**config.mk**
```make
export PLATFORM = sky130hd
export DESIGN_NAME = cba
export DESIGN_NICKNAME = d
export VERILOG_FILES = /design/src/rtl/cba_pkg.sv /design/src/rtl/cba_block.sv /design/src/rtl/cba.sv
export SDC_FILE = /design/constraint.sdc
export NUM_CORES = 1
export LEC_CHECK = 0
export BUFFER_PORTS_ARGS = -buffer_cell sky130_fd_sc_hd__buf_4
export CORE_ASPECT_RATIO = 1.5
export CORE_MARGIN = 1.5
export CORE_UTILIZATION = 25
export DETAILED_ROUTE_END_ITERATION = 8
export PLACE_DENSITY = 0.56
export SKIP_LAST_GASP = 1
export SLEW_MARGIN = 20
export SYNTH_ARGS = -nofsm -noshare
export SYNTH_HDL_FRONTEND = slang
export SYNTH_SLANG_ARGS = --single-unit
```
**constraint.sdc**
```tcl
create_clock -name clk -period 0.8 [get_ports clk]
set_input_delay 0.08 -clock clk [delete_from_list [all_inputs] [get_ports clk]]
set_output_delay 0.08 -clock clk [all_outputs]
set_load 0.01 [all_outputs]
```
**src/rtl/cba_pkg.sv**
```systemverilog
// Shared constants and helpers for the cba carry-bypass adder.
package cba_pkg;

   localparam int CBA_WIDTH  = 32;
   localparam int CBA_BLOCK  = 4;
   localparam int NUM_BLOCKS = CBA_WIDTH / CBA_BLOCK;

   // Number of ripple/bypass blocks for a given width/block size.
   function automatic int cba_num_blocks(input int width, input int block);
      return width / block;
   endfunction

endpackage

```
**src/rtl/cba_block.sv**
```systemverilog
// One BLOCK-bit ripple-carry slice with a carry-bypass mux on its carry-out.
// c_msb is the carry into the slice MSB; the top uses it for signed overflow.
module cba_block
   import cba_pkg::*;
#(
   parameter int BLOCK = CBA_BLOCK
) (
   input  logic [BLOCK-1:0] a,
   input  logic [BLOCK-1:0] b,
   input  logic             cin,
   output logic [BLOCK-1:0] s,
   output logic             cout,
   output logic             c_msb
);

   logic [BLOCK-1:0] p;
   logic [BLOCK-1:0] g;
   logic             ripple_co;

   // Bitwise ripple: sum bits, carry into the MSB, and the rippled carry-out.
   always_comb begin
      logic cy;
      p         = a ^ b;
      g         = a & b;
      s         = '0;
      c_msb     = 1'b0;
      cy        = cin;
      for (int i = 0; i < BLOCK; i++) begin
         s[i]  = p[i] ^ cy;
         c_msb = cy;
         cy    = g[i] | (p[i] & cy);
      end
      ripple_co = cy;
   end

   // When every bit propagates, the block carry-out is just its carry-in,
   // so the long path skips the ripple chain entirely.
   assign cout = (&p) ? cin : ripple_co;

endmodule

```
**src/rtl/cba.sv**
```systemverilog
// Registered carry-bypass (carry-skip) adder with carry-out and signed overflow.
// Optional build macro: CBA_INPUT_REG_EN adds input registers (latency 2).
module cba
   import cba_pkg::*;
#(
   parameter int WIDTH = CBA_WIDTH,
   parameter int BLOCK = CBA_BLOCK
) (
   input  logic             clk,
   input  logic             rst_n,
   input  logic [WIDTH-1:0] a,
   input  logic [WIDTH-1:0] b,
   input  logic             Cin,
   output logic [WIDTH-1:0] sum,
   output logic             Cout,
   output logic             of
);

   localparam int NB = cba_num_blocks(WIDTH, BLOCK);

   logic [WIDTH-1:0] op_a;
   logic [WIDTH-1:0] op_b;
   logic             op_c;

`ifdef CBA_INPUT_REG_EN
   logic [WIDTH-1:0] a_q;
   logic [WIDTH-1:0] b_q;
   logic             cin_q;

   // Operand capture stage; cleared by reset so no stale operand survives it.
   always_ff @(posedge clk or negedge rst_n) begin
      if (!rst_n) begin
         a_q   <= '0;
         b_q   <= '0;
         cin_q <= 1'b0;
      end else begin
         a_q   <= a;
         b_q   <= b;
         cin_q <= Cin;
      end
   end

   assign op_a = a_q;
   assign op_b = b_q;
   assign op_c = cin_q;
`else
   assign op_a = a;
   assign op_b = b;
   assign op_c = Cin;
`endif

   logic [NB:0]      c;
   logic [NB-1:0]    c_msb;
   logic [WIDTH-1:0] sum_d;
   logic             cout_d;
   logic             of_d;

   assign c[0] = op_c;

   // Block chain: each block's bypassed carry-out feeds the next block.
   for (genvar i = 0; i < NB; i++) begin : g_blk
      cba_block #(
         .BLOCK (BLOCK)
      ) u_blk (
         .a     (op_a[i*BLOCK +: BLOCK]),
         .b     (op_b[i*BLOCK +: BLOCK]),
         .cin   (c[i]),
         .s     (sum_d[i*BLOCK +: BLOCK]),
         .cout  (c[i+1]),
         .c_msb (c_msb[i])
      );
   end

   // Signed overflow: carry into the MSB differs from carry out of it.
   assign cout_d = c[NB];
   assign of_d   = c_msb[NB-1] ^ c[NB];

   logic [WIDTH-1:0] sum_q;
   logic             cout_q;
   logic             of_q;

   // Result registers; reset clears them without waiting for a clock edge.
   always_ff @(posedge clk or negedge rst_n) begin
      if (!rst_n) begin
         sum_q  <= '0;
         cout_q <= 1'b0;
         of_q   <= 1'b0;
      end else begin
         sum_q  <= sum_d;
         cout_q <= cout_d;
         of_q   <= of_d;
      end
   end

   assign sum  = sum_q;
   assign Cout = cout_q;
   assign of   = of_q;

endmodule

```
* After elaboration in Yosys (flattened, before gate mapping) *
Index checks and enable logic that the tools add are counted.
W data, S select, Z words.

word-level totals
  output and inout bits = 34
  memories kept = 0
  memory bits (writable) = 0
  bits in latches = 0
  bits in read-only memories = 0
  logic and storage cells = 132
  bits in registers = 34

cells by class
  reduce and logical (&&, ||, !) cells = 8
  order comparisons = 0
  add/subtract/negate cells = 0
  shifts and indexed selects = 0
  equal/unequal tests = 0
  mux-type cells = 8
  multiply operators = 0
  bitwise logic cells = 113
  div/mod/pow operators = 0

operator list
  kind               number
  $xor A1 B1 Y1      33
  $and A1 B1 Y1      32
  $and A4 B4 Y4      8
  $or A1 B1 Y1       32
  $reduce_and A4 Y1  8
  $xor A4 B4 Y4      8
  $mux W1            8

* Depth between registers and ports, before layout *
  depth in word-level cells = 74
  mapped depth = 52
  mapped depth without buffers = 52

* By module *
Synthesis repeated with hierarchy kept, for this count alone.

second synthesis, totals
  cell total of the unflattened synthesis = 195
  area, all modules = 2,341.0 sq um

by module, submodules not included
  module     area each (sq um)  seq. area each (sq um)  cells each  instances
  cba_block  185.2              0.0                     20          8
  cba        859.6              850.8                   35          1

* Worst setup path after synthesis *
No wires, ideal clock.

  kind = input to register
  start = input a[0]
  end = register of_q, in the netlist of
  stages on the path = 52
  required time = 701 ps
  arrival time = 13,934 ps
  path slack = -13,233 ps
  setup time = 99 ps
  cells stage by stage = inv_1 fa_1 inv_1 fa_1 fa_1 fa_1 mux2_4 fa_1 fa_1 fa_1 fa_1 a41oi_1 nor2_1 fa_1 fa_1 fa_1 fa_1 nand2_1 (+16 left out) fa_1 o22ai_1 inv_1 fa_1 fa_1 fa_1 fa_1 nand2_1 nand2_1 fa_1 fa_1 fa_1 inv_1 fa_1 nor2_1 o21ai_0 o311ai_0 a311oi_1

on the way
  word-level cells in the longest chain between the ends = 74
  elaborated cells on any way between the ends = 76

ends and longest elaborated chain
  what                  line             text
  from (decl)           cba.sv:11        input logic [WIDTH-1:0] a,
  $xor A4 B4 Y4         cba_block.sv:23  p = a ^ b;
  $and A1 B1 Y1         cba_block.sv:31  cy = g[i] | (p[i] & cy);
  $or A1 B1 Y1          cba_block.sv:31
  $and A1 B1 Y1         cba_block.sv:31
  $or A1 B1 Y1          cba_block.sv:31
  $and A1 B1 Y1         cba_block.sv:31
  $or A1 B1 Y1          cba_block.sv:31
  $and A1 B1 Y1         cba_block.sv:31
  (+59 left out)        -
  $or A1 B1 Y1          cba_block.sv:31
  $and A1 B1 Y1         cba_block.sv:31
  $or A1 B1 Y1          cba_block.sv:31
  $and A1 B1 Y1         cba_block.sv:31
  $or A1 B1 Y1          cba_block.sv:31
  $mux W1               cba_block.sv:38  assign cout = (&p) ? cin : ripple_co;
  $xor A1 B1 Y1 *       cba.sv:76        assign of_d = c_msb[NB-1] ^ c[NB];
  via of_d              cba.sv:56        logic of_d;
  to (signal assigned)  cba.sv:87        of_q <= 1'b0;
  to (signal assigned)  cba.sv:91        of_q <= of_d;
  to (decl)             cba.sv:80        logic of_q;

The timed path passes the listed nets; every way through them passes the cells marked *.

* Worst setup path in the final report *
Ends and elaborated chain as after synthesis.

==> flow_metrics.py <==
metrics = {
    "run_status": {
        "status": "finished with violations",
        "failed_checks": "negative setup slack",
    },
    "sta": {
        "min_period_over_period_pct": 1618,
        "slew_viol_final": 0,
        "slew_headroom_pct": 71.58,
        "rsz0062_at_grt": "true",
        "whs_ns": 0.1087,
        "max_freq_mhz": 77.24,
        "worstMarginPinSlew_ns": 0.4263,
        "fin_setup_tns_ns": -210.22,
        "hold_viol_final": 0,
        "setup_viol": 67,
        "fin_crit_ns": 12.95,
        "layout_setup_ws_ns": -12.15,
    },
    "route": {
        "ant_nets": 0,
        "wire_per_inst_um": 12.60,
        "dr.pass1.iters": 4,
        "drc": 0,
        "vias": 1716,
        "first_iter_violations": 39,
        "wl_um": 5290,
        "via_per_inst": 4.086,
    },
    "power": {
        "p_per_area_nw_per_um2": 1690,
        "peakVddDrop_uv": 1083,
        "p_leak_nw": 1.865,
    },
    "setup_path": {
        "cp_data_arrival_time_ns": 13.10,
        "cp_common_cell": "fa_2",
        "slowest_delay_ns": 0.37,
        "path_max_fanout": 2,
        "crit_path_top_delay_cell": "fa_2",
        "worstPathRequired_ns": 0.95,
        "start_kind": "input port",
        "endpoint_kind": "register",
        "crit_type": "input port to register",
    },
    "clocking": {
        "clockBufferDepth": 2,
        "cts_root_buffer": "clkbuf_16",
        "clk_pin_slew_ns": 0.05,
        "cts_max_level": 2,
        "numClockSinks": 34,
        "cts_inserted_buffers": 5,
        "cts_tree": "built",
    },
    "floorplan": {
        "rows": 41,
        "core_region_area_um2": 8464,
        "die_h_um": 117.5,
        "dieWidth_um": 79.31,
        "dieArea_um2": 9315,
        "initial_core_util_pct": 25.79,
        "ios": 101,
    },
    "run": {
        "drv_cap": 0,
    },
    "final_layout": {
        "nets": 443,
        "syn2layout_area_growth_pct": 80.23,
        "num-fill-cells": 798,
        "n_antenna_cell": 0,
        "final_core_util_pct": 46.49,
        "multi_input_area_um2": 1415,
        "drive_gt1_share_pct": 69.33,
        "final_common_cell": "buf_4",
        "layout_common_cells": "118 x buf_4, 37 x buf_6, 34 x dfrtp_1",
        "regArea_um2": 850.8,
        "final_design_area_no_fill_um2": 3935,
    },
    "yosys": {
        "synth_area_leaders": "dfrtp_1 39%, fa_1 29%, ha_1 18%",
        "yosysUniqueCellTypes": 24,
        "yosysSeqAreaShare_pct": 38.97,
        "ys.warnings.count": 0,
        "synth_top_area_share_pct": 38.97,
        "synthCells": 148,
        "syn_nets": 279,
        "synth_largest_area_cell": "dfrtp_1",
        "avgSynthCellArea_um2": 14.75,
        "synth_seq_cells": 34,
        "synth_area_um2": 2183,
    },
    "place": {
        "placed_area_um2": 3458,
        "io_buffers": 100,
        "routabilityCongestion": 0.7479,
        "dp_hpwl_um": 4397,
    },
    "global_routing": {
        "grt.total_usage_pct": 12.69,
        "grt_overflow_total": 0,
        "first_global_vias": 2022,
        "grt_antenna_before_repair": 0,
        "grt_start_max_net_pins": 35,
        "grt_pass1_wl_um": 8928,
    },
    "hold_path": {
        "hold_path_class": "input port to register",
    },
}
[sequential cells by signal, indices dropped and copies added (netlist names)]
signal and flops:
sum 32, Cout 1, of 1
[logic make-up (layout without fill, tap and decap cells)]
family	after synthesis	count (layout)	share of synthesized area [%]
flip-flops	34	34	38.97
AO/OA/AOI/OAI	13	13	4.814
multiplexers	1	1	0.6875
AND/OR/NAND/NOR	26	26	6.132
buffers and inverters	10	175	1.719
adder cells (fa/ha/maj)	64	64	47.68
[stage by stage]
stage	total power [mW]	setup WS, ns	cells
floorplan	2.973	-12.08	148
global placement	4.301	-12.60	391
detailed placement	4.350	-12.72	391
CTS	6.750	-12.26	418
global route	7.115	-12.60	420
finish	6.652	-12.15	420
[cell type report]
cell class	instances	share of cell area, %
Clock buffer	7	3.625
Clock inverter	1	0.1272
Inverter	10	1.399
Multi-Input combinational cell	104	35.96
Sequential cell	34	21.62
Tap cell	107	3.402
Timing Repair Buffer	157	33.86
[worst max-delay path, delay by kind of cell]
family                     cells  cell delay (ns)
adders and majority gates     32            10.83
and+or+nand+nor                9             0.77
AOI/OAI and AO/OA              6             0.69
buffers and inverters          6             0.44
muxes                          1             0.28
[worst paths after layout]
kind                       start                end  slack (ns)  depth (start not counted)
min in group asynchronous  rst_n   sum[0]$_DFF_PN0_        0.29                          2
worst max-delay path        a[0]       of$_DFF_PN0_      -12.15                         54
max in group asynchronous  rst_n  sum[14]$_DFF_PN0_        0.21                          2
worst min-delay path       b[22]  sum[22]$_DFF_PN0_        0.11                          2
[routing by layer]
metal / GRT usage [%] / vias up / wire, µm
met3: 2.403 / 9 / 235
met5: 0 / - / 0
met2: 24.89 / 53 / 3252
li1: - / 806 / -
met4: 6.250 / 0 / 136
met1: 11.93 / 848 / 1667
[synthesized netlist by cell type]
master	count
a211oi_2	1
a21oi_1	3
a22oi_1	1
a311oi_1	1
a41oi_1	1
and4_1	1
dfrtp_1	34
fa_1	32
ha_1	32
inv_1	10
mux2_4	1
nand2_1	6
nand2b_1	1
nand4_1	7
nand4b_1	1
nor2_1	7
nor2b_1	2
nor3_1	1
o21ai_0	1
o21ai_1	1
o21ai_4	1
o221a_1	1
o22ai_1	1
o311ai_0	1
[power breakdown]
group          total [mW]  internal, mW  switching, mW
clock network        1.88          1.23          0.651
logic                2.51          1.53          0.981
registers            2.26          2.09          0.174
[what timing repair did]
item / in CTS / in global routing
hold buffers: 1 / 0
setup buffers: 18 / 3
resized for setup: 44 / 7
pin swaps: 5 / 2
hold endpoints to repair: 34 / 0
setup endpoints to repair: 67 / 67
No activity file was read; power rests on OpenSTA's default activity.
